===== config.mk =====
export PLATFORM = sky130hd
export DESIGN_NAME = dnn_aggr_ctrl
export DESIGN_NICKNAME = d
export VERILOG_FILES = /design/src/rtl/dnn_aggr_ctrl.sv
export SDC_FILE = /design/constraint.sdc
export NUM_CORES = 1
export LEC_CHECK = 0
export ABC_CLOCK_PERIOD_IN_PS = 3960
export CAP_MARGIN = 10
export CORE_UTILIZATION = 30
export DETAILED_ROUTE_END_ITERATION = 8
export MAX_ROUTING_LAYER = met4
export PLACE_DENSITY = 0.55
export REMOVE_ABC_BUFFERS = 1
export SKIP_CTS_REPAIR_TIMING = 1
export SYNTH_ARGS = -nofsm -noshare
export SYNTH_HDL_FRONTEND = slang
export SYNTH_SLANG_ARGS = --single-unit
export TNS_END_PERCENT = 5

===== constraint.sdc =====
create_clock -name clk -period 3.96 [get_ports clk]
set_clock_uncertainty 0.15 [all_clocks]
set_input_delay 0.792 -clock clk [delete_from_list [all_inputs] [get_ports clk]]
set_output_delay 0.792 -clock clk [all_outputs]
set_load 0.05 [all_outputs]

===== src/rtl/dnn_aggr_ctrl.sv =====
// Sequencer for one hidden-layer pass: starts the compute stage, captures local ReLU
// outputs, waits (bounded) for two neighbour partials and emits registered aggregates.
module dnn_aggr_ctrl #(
  parameter int TIMEOUT_CYC = 255
) (
  input  logic               clk,
  input  logic               rst_n,
  input  logic               in_ready,
  input  logic [12:0]        y4_relu,
  input  logic [12:0]        y5_relu,
  input  logic [12:0]        y6_relu,
  input  logic [12:0]        y7_relu,
  input  logic               nb0_valid,
  input  logic [12:0]        nb0_y4,
  input  logic [12:0]        nb0_y5,
  input  logic [12:0]        nb0_y6,
  input  logic [12:0]        nb0_y7,
  input  logic               nb1_valid,
  input  logic [12:0]        nb1_y4,
  input  logic [12:0]        nb1_y5,
  input  logic [12:0]        nb1_y6,
  input  logic [12:0]        nb1_y7,
  output logic [2:0]         dnn_state,
  output logic signed [14:0] y4_n0_aggr,
  output logic signed [14:0] y5_n0_aggr,
  output logic signed [14:0] y6_n0_aggr,
  output logic signed [14:0] y7_n0_aggr,
  output logic signed [14:0] y4_n1_aggr,
  output logic signed [14:0] y5_n1_aggr,
  output logic signed [14:0] y6_n1_aggr,
  output logic signed [14:0] y7_n1_aggr,
  output logic               busy,
  output logic               done,
  output logic               timeout_err
);

  typedef enum logic [2:0] {
    IDLE      = 3'd0,
    LAYER1    = 3'd1,
    CAPTURE   = 3'd2,
    WAIT_NB   = 3'd3,
    FINAL_OUT = 3'd4,
    DONE      = 3'd5
  } dnn_state_t;

  localparam logic [7:0] TMO = 8'(TIMEOUT_CYC);

  dnn_state_t       state, state_nxt;
  logic [3:0][12:0] y_in, nb0_in, nb1_in;
  logic [3:0][12:0] loc_q, nb0_q, nb1_q, nb0_eff, nb1_eff;
  logic [3:0][14:0] n0_q, n1_q, n0_sum, n1_sum;
  logic             nb_open, nb0_take, nb1_take;
  logic             nb0_got, nb1_got, nb0_have, nb1_have;
  logic [7:0]       cnt, cnt_inc;
  logic             tmo_hit, start, enter_final, tmo_fire, timeout_q;

  assign y_in   = {y7_relu, y6_relu, y5_relu, y4_relu};
  assign nb0_in = {nb0_y7, nb0_y6, nb0_y5, nb0_y4};
  assign nb1_in = {nb1_y7, nb1_y6, nb1_y5, nb1_y4};

  assign nb_open  = (state == LAYER1) || (state == CAPTURE) || (state == WAIT_NB);
  assign nb0_take = nb_open && nb0_valid;
  assign nb1_take = nb_open && nb1_valid;
  // A strobe arriving on the deciding edge counts as already received.
  assign nb0_have = nb0_got || nb0_take;
  assign nb1_have = nb1_got || nb1_take;
  assign nb0_eff  = nb0_take ? nb0_in : (nb0_got ? nb0_q : '0);
  assign nb1_eff  = nb1_take ? nb1_in : (nb1_got ? nb1_q : '0);

  assign cnt_inc = cnt + 8'd1;
  assign tmo_hit = (cnt_inc == TMO);
  assign start   = (state == IDLE) && in_ready;

  always_comb begin
    for (int k = 0; k < 4; k++) begin
      n0_sum[k] = {2'b00, loc_q[k]} + {2'b00, nb0_eff[k]};
      n1_sum[k] = {2'b00, loc_q[k]} + {2'b00, nb1_eff[k]};
    end
  end

  always_comb begin
    state_nxt   = state;
    enter_final = 1'b0;
    tmo_fire    = 1'b0;
    case (state)
      IDLE:      if (in_ready) state_nxt = LAYER1;
      LAYER1:    state_nxt = CAPTURE;
      CAPTURE:   state_nxt = WAIT_NB;
      WAIT_NB: begin
        if (nb0_have && nb1_have) begin
          state_nxt   = FINAL_OUT;
          enter_final = 1'b1;
        end else if (tmo_hit) begin
          state_nxt   = FINAL_OUT;
          enter_final = 1'b1;
          tmo_fire    = 1'b1;
        end
      end
      FINAL_OUT: state_nxt = DONE;
      DONE:      state_nxt = IDLE;
      default:   state_nxt = IDLE;
    endcase
  end

  always_ff @(posedge clk or negedge rst_n) begin
    if (!rst_n) begin
      state     <= IDLE;
      cnt       <= '0;
      nb0_got   <= 1'b0;
      nb1_got   <= 1'b0;
      loc_q     <= '0;
      nb0_q     <= '0;
      nb1_q     <= '0;
      n0_q      <= '0;
      n1_q      <= '0;
      timeout_q <= 1'b0;
    end else begin
      state     <= state_nxt;
      timeout_q <= tmo_fire;
      if (start || state == CAPTURE) cnt <= '0;
      else if (state == WAIT_NB)     cnt <= cnt_inc;
      if (start) begin
        nb0_got <= 1'b0;
        nb1_got <= 1'b0;
      end else begin
        if (nb0_take) nb0_got <= 1'b1;
        if (nb1_take) nb1_got <= 1'b1;
      end
      if (nb0_take) nb0_q <= nb0_in;
      if (nb1_take) nb1_q <= nb1_in;
      if (state == CAPTURE) loc_q <= y_in;
      if (enter_final) begin
        n0_q <= n0_sum;
        n1_q <= n1_sum;
      end
    end
  end

  assign dnn_state   = state;
  assign busy        = (state != IDLE);
  assign done        = (state == DONE);
  assign timeout_err = timeout_q;

  assign y4_n0_aggr = $signed(n0_q[0]);
  assign y5_n0_aggr = $signed(n0_q[1]);
  assign y6_n0_aggr = $signed(n0_q[2]);
  assign y7_n0_aggr = $signed(n0_q[3]);
  assign y4_n1_aggr = $signed(n1_q[0]);
  assign y5_n1_aggr = $signed(n1_q[1]);
  assign y6_n1_aggr = $signed(n1_q[2]);
  assign y7_n1_aggr = $signed(n1_q[3]);

endmodule


==> Yosys cells after proc, flatten, opt, wreduce, memory -nomap -nowiden <==
Cells that the tools add are included.
{ "word_totals": {"out_inout_bits": 126, "elab_cells": 76, "inputBits": 161, "reg_bits": 290} }
{ "op_classes": {"mux": 19, "eq_ne": 8, "n_reduce_logical": 15, "n_addsub": 9} }
{ "op_table": {"columns": ["operator", "n"], "rows": [
  ["$mux 52", 4],
  ["$add 13x13->14", 8],
  ["$mux 8", 2],
  ["$pmux 3 s5", 1],
  ["$mux 1", 9],
  ["$mux 3", 3],
  ["$add 8x1->8 const B", 1],
  ["$eq 8x8->1 const B", 1],
  ["$eq 3x2->1 const B", 2],
  ["$eq 3x3->1 const B", 2],
  ["$reduce_bool 2->1", 3],
  ["$logic_or 1x1->1", 5],
  ["$logic_and 1x1->1", 4],
  ["$eq 3x1->1 const B", 1],
  ["$logic_not 3->1", 1],
  ["$ne 3x2->1 const B", 1],
  ["$reduce_bool 3->1", 1],
  ["$ne 2x2->1 const B", 1],
  ["$reduce_and 2->1", 1]
]} }

==> Depth between registers and ports, before layout <==
Gate-level depths: netlist of run 1.
{ "logic_depth": {"ltp_word": 8, "ltp_mapped": 15, "ltp_nobuf": 13} }

==> Worst setup path after synthesis of run 1 <==
Ideal clock, no wire load.
{ "synth_path": {"path_kind": "reg2reg", "from": "reg state[0] (netlist: dnn_state[0])", "to": "reg n0_q, in the netlist y4_n0_aggr[12]", "required_ns": 3.715, "period_less_slack_ns": 4.097, "stages_incl_launch_ff": 15, "arrival_time_ns": 3.852, "setup_slack_ns": -0.137, "setup_time_ns": 0.095, "n_path_buf": 2, "path_cell_list": "dfrtp_1 -> buf_2 -> o21ba_4 -> nand2_1 -> buf_2 -> mux2_2 -> nor2b_1 -> ha_1 -> fa_1 -> a21oi_1 -> o211ai_1 -> o41ai_1 -> nand2b_1 -> mux2_2 -> o31ai_1"} }
{ "synth_between": {"elab_chain_cells": 8, "word_cells_on_any_way": 14, "cone_classes": "add/sub: 1; eq/ne: 3; mux: 3; reduce/logical: 7"} }
{ "synth_rtl": {"columns": ["item", "line", "text"], "rows": [
  ["from (decl)", "48", "dnn_state_t state, state_nxt;"],
  ["from (signal assigned)", "118", "state <= state_nxt;"],
  ["branches (longest 8 deep; another with $add 13x13->14)", null, null],
  ["to (signal assigned)", "133", "n0_q <= n0_sum;"],
  ["to (decl)", "51", "logic [3:0][14:0] n0_q, n1_q, n0_sum, n1_sum;"]
]} }
Parallel ways; which one is timed is not known.
A chain may end at the register's enable or synchronous reset.

==> Worst setup path in the final report of run 1 <==
{ "layout_path": {"from": "in nb0_valid", "to": "reg n0_q, in the netlist y5_n0_aggr[12]"} }
{ "layout_between": {"elab_chain_cells": 5, "word_cells_on_any_way": 7, "cone_classes": "add/sub: 1; mux: 3; reduce/logical: 3"} }
{ "layout_rtl": {"columns": ["item", "line", "text"], "rows": [
  ["from (decl)", "13", "input logic nb0_valid,"],
  ["$logic_and 1x1->1 *", "62", "assign nb0_take = nb_open && nb0_valid;"],
  ["branches (longest 4 deep; another with $add 13x13->14)", null, null]
]} }
Mark *: on every way between the ends.

==> Flow_metrics.wiki, run 1 <==
{| class="wikitable"
! Metric !! Value
|-
| Result of the run || complete, no violations
|-
| Average wire per standard cell || 17.6 µm
|-
| Cell type with the largest total area after synthesis || sky130_fd_sc_hd__dfrtp_1
|-
| Post-synth EDFFs || 0
|-
| Sequential-to-total area share from yosys stat || around 45%
|-
| Clock buffer count from CTS || 37
|-
| Via count of the first global-routing pass || about 13,000
|-
| Most frequent cells after synthesis || sky130_fd_sc_hd__dfrtp_1, sky130_fd_sc_hd__nand2_1, sky130_fd_sc_hd__mux2_2
|-
| Total Nets Final || 2,233
|-
| Number of slew-limit violations in the final report || 0
|-
| TritonCTS sink count || between 200 and 300
|-
| Total Wirelength || about 47,000 µm
|-
| Root buffer cell || sky130_fd_sc_hd__clkbuf_16
|-
| Overflow left after global routing || 0
|-
| Cell area after synthesis || between 0.015 and 0.02 mm²
|-
| Clock tree from TritonCTS || done
|-
| Maximum number of buffers from clock root to sink || 3
|-
| Drt first pass iters || 4
|-
| Overall die area || ~0.054 mm²
|-
| Startpoint of the most critical setup path || nb0_valid
|-
| Critical-path cell with the highest stage delay || sky130_fd_sc_hd__clkdlybuf4s50_1
|-
| Final instance area || 0.0220 mm²
|-
| Number of endpoints failing setup at the final stage || 0
|-
| Largest net degree at the start of global routing || 85
|-
| Slew at the pin closest to its max-slew limit || 0.750 ns
|-
| Setup crit end kind || register
|-
| Number of warnings printed during yosys synthesis || 0
|-
| Crit path DAT || about 4 ns
|-
| Hold Worst Slack || between 0.08 and 0.09 ns
|-
| Port buffer count || around 280
|-
| Most used standard cell by instance count after synthesis || sky130_fd_sc_hd__dfrtp_1
|-
| Number of storage elements in the synthesis netlist || around 280
|-
| Post-Place Cell Area || 0.0207 mm²
|-
| Antenna violations before repair || 14
|-
| Latest clock arrival within the worst-skew pair || 0.55 ns
|-
| Via density || about 4.8
|-
| Fraction of the core area covered by cells at the end of the flow || between 40% and 50%
|-
| Maximum level of the CTS H-tree || 2
|-
| Share of the synthesized area in the top cell type || approximately 45%
|-
| Global-route wire length before repair || approximately 74,000 µm
|-
| Starting Density || between 30% and 40%
|-
| Maximum clock rate || 268 MHz
|-
| Number of distinct standard cells referenced by the synthesized netlist || between 60 and 70
|-
| Type of element launching the critical path || input port
|-
| GPL Wtd Cong || 0.873
|-
| Core Rows || 83
|-
| Reg-to-Reg Start || dnn_state[0]$_DFFE_PN0P_
|-
| Shortest period the worst path allows || around 3.7 ns
|-
| Total negative setup slack || 0 ns
|-
| Antenna-violating nets left || 0
|-
| Cells taking the most area after synthesis || sky130_fd_sc_hd__dfrtp_1, sky130_fd_sc_hd__mux2_2, sky130_fd_sc_hd__ha_1
|-
| Required time worst endpoint || ~4.2 ns
|-
| Cells after Synth || between 1,500 and 2,000
|-
| Min-Delay Path Class || in2async
|-
| Area Growth Syn to Fin || 38.6%
|-
| Max Fanout on Critical Path || 6
|-
| Clock-pin slew reported for the worst setup and hold paths after clock tree synthesis || around 0.05 ns
|-
| Async S/R FF share, synth || between 90% and 100%
|-
| MaxCap Viol Count || 0
|-
| Crit path top cell by count || sky130_fd_sc_hd__o21ai_0
|-
| DRC errors left || 0
|-
| Post-route fraction of the period consumed by the critical path || a little over nine tenths
|-
| Fraction of layout instances using a drive strength above 1 || roughly a fifth
|-
| Max-slew headroom at the worst pin || 49.8%
|-
| Maximum cell stage delay along the critical path || about 0.57 ns
|-
| DR vias || 12,800
|-
| Hpwl dp || approximately 37,000 µm
|-
| I/O pin count || ~290
|-
| Area of the placeable core || approximately 0.052 mm²
|-
| Die boundary width || 232 µm
|-
| Vert. Die Dim || 232 µm
|-
| Final count of hold timing violations || 0
|-
| Overall global routing resource usage || a little under a fifth
|-
| Crit-path cells || clkdlybuf4s50_1 -> nand2_4 -> buf_4 -> mux2_2 -> nor2b_1 -> ha_1 -> fa_1 -> a211oi_1 -> o21ai_0 -> and2_1 -> a221oi_1 -> xor2_1 -> o21ai_0
|-
| Predominant post-synthesis flop cell || sky130_fd_sc_hd__dfrtp_1
|-
| Avg Synthesized Cell Area || 10.5 µm²
|-
| Initial drt markers || about 450
|-
| Worst setup path category || in2reg
|}
## sequential cells by signal, summed over array words and instances, names as in the netlist, 3 cells and up
signal and flops:
loc_q 52, nb0_q 52, nb1_q 52, y4_n0_aggr 14, y4_n1_aggr 14, y5_n0_aggr 14, y5_n1_aggr 14, y6_n0_aggr 14
y6_n1_aggr 14, y7_n0_aggr 14, y7_n1_aggr 14, cnt 8, dnn_state 3
## kinds of logic (layout without fill, tap and decap cells)
logic type                 count (synthesis)  count (layout)  share of synthesized area, %
AOI/OAI and AO/OA                        367             367                          14.6
muxes                                    158             158                          11.2
adders and majority gates                123             123                          10.1
xor gates and xnor gates                  80              80                          4.42
other                                      1              22                        0.0237
buffers and inverters                     90             545                          2.78
DFF                                      282             282                          44.5
and+or+nand+nor                          415             415                          12.4
## critical path: cells and delay by family
kind	cells	cell delay, ns
multiplexers	1	0.27
AO/OA/AOI/OAI	4	0.93
XOR/XNOR	1	0.17
adder cells (fa/ha/maj)	2	0.63
buffers and inverters	2	0.74
AND/OR/NAND/NOR	3	0.47
## cell usage in the layout (no fill, tap or decap), drive strengths merged, types with 9 or more instances in the layout
master / count
o21bai: 13
o21ai: 142
nor2: 54
diode: 14
ha: 115
clkdlybuf4s50: 277
o21a: 17
o31ai: 9
mux2: 154
a2111oi: 10
o211ai: 9
inv: 21
nand3: 19
nor2b: 105
nand2: 192
xor2: 46
nand4: 15
buf: 181
a211oi: 17
a21oi: 72
clkbuf: 55
a21o: 42
dfrtp: 282
xnor2: 34
## layer usage
layer	routed length, µm	track usage [%]	vias up
met3	3140	5.00	63
met5	0	-	-
met2	21400	28.6	307
met4	1060	5.37	0
met1	21400	22.9	6162
li1	-	-	6252
## through the flow
stage                     instances  setup WS (ns)
final                          2672          0.226
after global routing           2672       -0.00770
after CTS                      2658          0.172
after detailed placement       2590         -0.414
after global placement         2590         -0.302
after floorplan                1452         -0.926
## worst paths after layout
| check | cells after the start | end | slack, ns |
|---|---|---|---|
| setup reg to reg | 13 | y5_n0_aggr[12]$_DFFE_PN0P_ | 0.34 |
| setup / recovery | 13 | y5_n0_aggr[12]$_DFFE_PN0P_ | 0.23 |
| hold / removal | 1 | nb1_q[25]$_DFFE_PN0P_ | 0.09 |
| hold reg to reg | 2 | nb1_q[38]$_DFFE_PN0P_ | 0.32 |
| min in group clk | 2 | nb1_q[38]$_DFFE_PN0P_ | 0.32 |
| max in group asynchronous | 2 | nb0_q[27]$_DFFE_PN0P_ | 2.56 |
## area by class of cell
class,instances,area (µm²)
Clock buffer,55,1130
Multi-Input combinational cell,1151,8430
Clock inverter,13,159
Antenna cell,14,35.0
Tap cell,680,851
Sequential cell,282,7060
Fill cell,4946,29700
Inverter,19,71.3
Timing Repair Buffer,458,4250
Power of run 1 is not shown: default switching activity piles up to over one toggle a cycle in this logic, so the estimate is an artifact.
==> inputs of run 2 (changes only) <==
--- a/config.mk
+++ b/config.mk
@@ -9,6 +9,7 @@
 export CAP_MARGIN = 10
 export CORE_UTILIZATION = 30
 export DETAILED_ROUTE_END_ITERATION = 8
+export HOLD_SLACK_MARGIN = 0.12
 export MAX_ROUTING_LAYER = met4
 export PLACE_DENSITY = 0.55
 export REMOVE_ABC_BUFFERS = 1
==> results of run 2 <==
Same layout as run 1: the final DEF is identical, and so are final timing and power.
Power of run 2 is left out for the same reason.
